### config.mk
export PLATFORM = sky130hd
export DESIGN_NAME = dsp_lane_array
export DESIGN_NICKNAME = d
export VERILOG_FILES = /design/src/rtl/dsp_lane_array.sv
export SDC_FILE = /design/constraint.sdc
export NUM_CORES = 2
export LEC_CHECK = 0
export ABC_AREA = 1
export BUFFER_PORTS_ARGS = -buffer_cell sky130_fd_sc_hd__buf_2
export CAP_MARGIN = 20
export CORE_UTILIZATION = 50
export CTS_BUF_LIST = sky130_fd_sc_hd__clkbuf_2
export DETAILED_ROUTE_END_ITERATION = 10
export PLACE_DENSITY = 0.71
export SYNTH_ARGS = -nofsm -noshare
export SYNTH_HDL_FRONTEND = slang
export SYNTH_SLANG_ARGS = --single-unit
### constraint.sdc
create_clock -name clk -period 6 [get_ports clk]
set_input_delay 0.3 -clock clk [delete_from_list [all_inputs] [get_ports clk]]
set_output_delay 0.3 -clock clk [all_outputs]
set_load 0.03 [all_outputs]
### src/rtl/dsp_lane_array.sv
// Multi-lane pipelined multiply/accumulate for the matrix multiplier's DSP interface.
// All lanes share one stallable control/valid pipe; each lane holds its own data pipe.

module dsp_lane #(
   parameter int PIPE_STAGES = 2,
   parameter int SIGNED      = 0
) (
   input  logic        clk,
   input  logic        rst,
   input  logic        ce,
   input  logic [17:0] a,
   input  logic [17:0] b,
   input  logic        acc_en,
   input  logic        acc_clr,
   output logic [36:0] out
);
   logic [17:0] a_q, a_d, b_q, b_d;
   logic [35:0] prod_c, prod_last;
   logic [36:0] prod_ext, out_q, out_d;

   always_comb begin
      a_d = a_q;
      b_d = b_q;
      if (ce) begin
         a_d = a;
         b_d = b;
      end
   end

   // 36-bit wide operands so the truncated product is exact in both modes.
   if (SIGNED != 0) begin : g_signed
      assign prod_c   = {{18{a_q[17]}}, a_q} * {{18{b_q[17]}}, b_q};
      assign prod_ext = {prod_last[35], prod_last};
   end else begin : g_unsigned
      assign prod_c   = {18'd0, a_q} * {18'd0, b_q};
      assign prod_ext = {1'b0, prod_last};
   end

   if (PIPE_STAGES > 2) begin : g_pipe
      logic [PIPE_STAGES-1:2][35:0] prod_q, prod_d;
      always_comb begin
         prod_d = prod_q;
         if (ce) begin
            prod_d[2] = prod_c;
            for (int i = 3; i < PIPE_STAGES; i++) prod_d[i] = prod_q[i-1];
         end
      end
      always_ff @(posedge clk) begin
         if (rst) prod_q <= '0;
         else     prod_q <= prod_d;
      end
      assign prod_last = prod_q[PIPE_STAGES-1];
   end else begin : g_nopipe
      assign prod_last = prod_c;
   end

   always_comb begin
      out_d = out_q;
      if (ce) out_d = (acc_en && !acc_clr) ? out_q + prod_ext : prod_ext;
   end

   always_ff @(posedge clk) begin
      if (rst) begin
         a_q   <= '0;
         b_q   <= '0;
         out_q <= '0;
      end else begin
         a_q   <= a_d;
         b_q   <= b_d;
         out_q <= out_d;
      end
   end

   assign out = out_q;
endmodule

module dsp_lane_array #(
   parameter int LANES       = 5,
   parameter int PIPE_STAGES = 2,
   parameter int SIGNED      = 0
) (
   input  logic                          clk,
   input  logic                          rst,
   input  logic                          dsp_ce,
   input  logic [0:LANES-1][17:0]        dsp_a0,
   input  logic [0:LANES-1][17:0]        dsp_b0,
   input  logic                          acc_en,
   input  logic                          acc_clr,
   output logic [0:LANES-1][36:0]        dsp_out,
   output logic                          dsp_valid
);
   if (PIPE_STAGES < 2) begin : g_bad_cfg
      $error("dsp_lane_array: PIPE_STAGES must be >= 2");
   end

   // Stage k of each pipe holds the beat captured k-1 ce edges ago.
   logic [PIPE_STAGES:1]   vld_pipe_q, vld_pipe_d;
   logic [PIPE_STAGES-1:1] en_pipe_q, en_pipe_d, clr_pipe_q, clr_pipe_d;
   logic [PIPE_STAGES-1:0] en_shift, clr_shift;

   assign en_shift  = {en_pipe_q, acc_en};
   assign clr_shift = {clr_pipe_q, acc_clr};

   always_comb begin
      vld_pipe_d = vld_pipe_q;
      en_pipe_d  = en_pipe_q;
      clr_pipe_d = clr_pipe_q;
      if (dsp_ce) begin
         vld_pipe_d = {vld_pipe_q[PIPE_STAGES-1:1], 1'b1};
         en_pipe_d  = en_shift[PIPE_STAGES-2:0];
         clr_pipe_d = clr_shift[PIPE_STAGES-2:0];
      end
   end

   always_ff @(posedge clk) begin
      if (rst) begin
         vld_pipe_q <= '0;
         en_pipe_q  <= '0;
         clr_pipe_q <= '0;
      end else begin
         vld_pipe_q <= vld_pipe_d;
         en_pipe_q  <= en_pipe_d;
         clr_pipe_q <= clr_pipe_d;
      end
   end

   assign dsp_valid = vld_pipe_q[PIPE_STAGES];

   for (genvar l = 0; l < LANES; l++) begin : g_lane
      dsp_lane #(.PIPE_STAGES(PIPE_STAGES), .SIGNED(SIGNED)) u_lane (
         .clk     (clk),
         .rst     (rst),
         .ce      (dsp_ce),
         .a       (dsp_a0[l]),
         .b       (dsp_b0[l]),
         .acc_en  (en_pipe_q[PIPE_STAGES-1]),
         .acc_clr (clr_pipe_q[PIPE_STAGES-1]),
         .out     (dsp_out[l])
      );
   end
endmodule

==> summary.txt <==
Run status
  • Status: finished, violations left
  • Failing checks: negative setup slack

Critical path
  • Crit. End Element: flip-flop
  • Crit Path Max Fanout: 17
  • Crit path kind: flip-flop to flip-flop
  • Slowest CP cell: fa_1
  • Worst path max stage delay: 680 ps
  • Worst setup SP type: flip-flop
  • CP Data Arrival Time: 8690 ps
  • Crit path required time: 7630 ps

Global routing
  • First-pass GRT wire length: 488,000 um
  • Pin count of the biggest net entering global routing: 169
  • Vias in the first global route: 91,870
  • Total grt overflow: 0
  • Total Routing Usage GR: 0.367
  • Initial antenna violation count: 21

Synth
  • Netlist cell types: 51
  • Post-synth ARST share: 0
  • Syn Area/Cell: 6.76 sq um
  • Yosys warnings: 0
  • Seq cells post-synth: 369
  • Main synth FF type: dfxtp_1
  • Net count after synthesis: 14,582
  • Post-synthesis sequential area ratio: 0.0884
  • EDFF count, synth: 0
  • Mapped cell area: 83,600 sq um
  • Gate count after technology mapping: 12,357

Floorplanning
  • Core area: 165,000 sq um
  • IO Count: 371
  • Die area: 169,000 sq um
  • Die boundary width: 411 um
  • Initial core utilization: 0.505
  • Die Y: 411 um
  • Site Rows: 149

Detailed routing
  • Starting DRC count in detailed routing: 6,905
  • Vias post-DR: 89,607
  • ANT nets after route: 0
  • Post-Route WL: 325,000 um
  • # DRC: 0
  • First-pass detailed-route iteration total: 8
  • Avg WL per Cell: 19.2 um
  • Routed vias/inst: 5.29

Clock network
  • CTS Buf Count: 120
  • CTS Buffer Depth: 3
  • Worst skew pair latency: 1790 ps
  • Root Buffer: clkbuf_2
  • Max H-tree Level: 3
  • CTS tree: yes
  • Clock slew at reported path FFs: 110 ps
  • CTS sink count: 369

Layout
  • Most frequent cells in the layout: nand2_1, inv_1, buf_4
  • Share of post-route cells with drive strength above 1: 0.290
  • Nets: 16,843
  • Post-route cell area: 119,000 sq um
  • Most common cell after layout, fill and taps aside: nand2_1
  • Area growth from synthesis to layout: 42.7%

Place
  • DP Wirelength: 230,000 um
  • Place WS: -1180 ps
  • # port buffers: 370
  • Placed cell area: 98,800 sq um
  • RePlAce Congestion: 0.950

Pwr
  • Switch Pwr: 21.4 mW
  • Leakage: 66.4 nW
  • Tot Pwr: 40.3 mW
  • Power share of the sequential group: 0.085
  • Combinational share of power: 0.855
  • Pint: 19.0 mW
  • Clock share of power: 0.060
  • P per Cell Area: 338 nW/um^2
  • Sw Ratio: 0.530
  • Worst vdd ir: 0.000363 V

STA
  • Max-slew violations: 0
  • Rel. slew slack: 0.228
  • Worst Skew: 182 ps
  • Period Utilization, post-route: 1.18
  • Fmax: 0.141 GHz
  • Hold WS: 121 ps
  • Final setup margin: -1070 ps
  • Final setup violation count: 132
  • RSZ-0062 raised after global routing: true
  • Fin. Hold Viols: 0
  • Tmin final: 7070 ps
  • Measured slew at the worst slew-check pin: 1160 ps

Run
  • # Max-Cap Violations: 0

Worst hold path
  • Hold Path Class: input port to flip-flop
power groups by stage:
stage	Clock [mW]	Combinational, mW	Sequential (mW)
6_report	2.41	34.5	3.42
5_1_grt	2.56	36.9	3.43
4_1_cts	2.41	27.5	3.35
3_5_place_dp	0	23.9	3.37
3_3_place_gp	0	23.7	3.36
2_1_floorplan	0	13.9	3.46
worst paths after layout:
path,from,slack (ps),cells past startpoint,to
max reg2reg,g_lane[4].u_lane.a_q[9],-1070,34,g_lane[4].u_lane.out[34]
max,g_lane[4].u_lane.a_q[9],-1070,34,g_lane[4].u_lane.out[34]
min,dsp_a0[83],120,5,g_lane[0].u_lane.a_q[11]
min reg2reg,vld_pipe_q[1],480,2,vld_pipe_q[1]
cells by family (layout without fill, tap and decap cells):
logic type / after synthesis / count (layout) / share of synthesized area
buffers and inverters: 3584 / 5945 / 0.162
AO/OA/AOI/OAI: 1080 / 1080 / 0.0692
XOR/XNOR: 143 / 143 / 0.0153
adder cells (fa/ha/maj): 2040 / 2040 / 0.421
flip-flops: 369 / 369 / 0.0884
other: 0 / 18 / 0
AND/OR/NAND/NOR: 5141 / 5141 / 0.244
per-stage QoR:
step	TNS (ps)	utilization	std cells
4_1_cts	-68670	0.672	16753
3_5_place_dp	-101220	0.597	15723
2_1_floorplan	-1250	-	12357
3_3_place_gp	-94790	0.597	15723
5_1_grt	-117810	0.721	16918
6_report	-89630	0.721	16925
state kept, by name (all words and copies together) (netlist names):
register	count
clr_pipe_q	1
en_pipe_q	1
g_lane.u_lane.a_q	90
g_lane.u_lane.b_q	90
g_lane.u_lane.out	185
vld_pipe_q	2
synth_stat cells, types with 56 or more instances:
library cell	instances	share of area
o21ai_0	433	0.026
buf_1	87	0.0039
xor2_1	100	0.010
inv_1	3066	0.14
clkbuf_1	393	0.018
nor2_1	922	0.041
nand2_1	3525	0.16
a31oi_1	68	0.0051
ha_1	755	0.11
nor3_1	56	0.0034
nand3_1	491	0.029
a21oi_1	467	0.028
dfxtp_1	369	0.088
fa_1	1285	0.31
cell type report:
class                           count  area (sq um)
Timing Repair Buffer             2655         22400
Sequential cell                   369          7760
Clock inverter                     54           233
Inverter                         3068         11600
Clock buffer                      168           841
Tap cell                         2189          2740
Fill cell                       12563         46200
Multi-Input combinational cell   8404         73600
Antenna cell                       18          45.0
worst max-delay path: cells and delay by family, from the launching register on:
kind | cells | cell delay (ps)
AND/OR/NAND/NOR | 17 | 1820
buffers and inverters | 8 | 800
adder cells (fa/ha/maj) | 8 | 3810
flip-flops | 1 | 390
AO/OA/AOI/OAI | 1 | 190
layer usage:
metal / routed length [um] / global-route usage / share of wire
met5: 101 / 0 / 0.00031
met4: 24300 / 0.219 / 0.075
met3: 26000 / 0.0719 / 0.080
met2: 153000 / 0.614 / 0.47
met1: 122000 / 0.436 / 0.38
repair_timing:
| item | CTS | global route |
|---|---|---|
| gates cloned | 1 | 4 |
| setup buffers | 108 | 162 |
| setup endpoints to repair | 132 | 140 |
| hold endpoints to repair | 362 | 0 |
| resized for setup | 887 | 1765 |
| hold buffers | 707 | 0 |
| pin swaps | 343 | 779 |
Power figures use the tool's default switching activity.
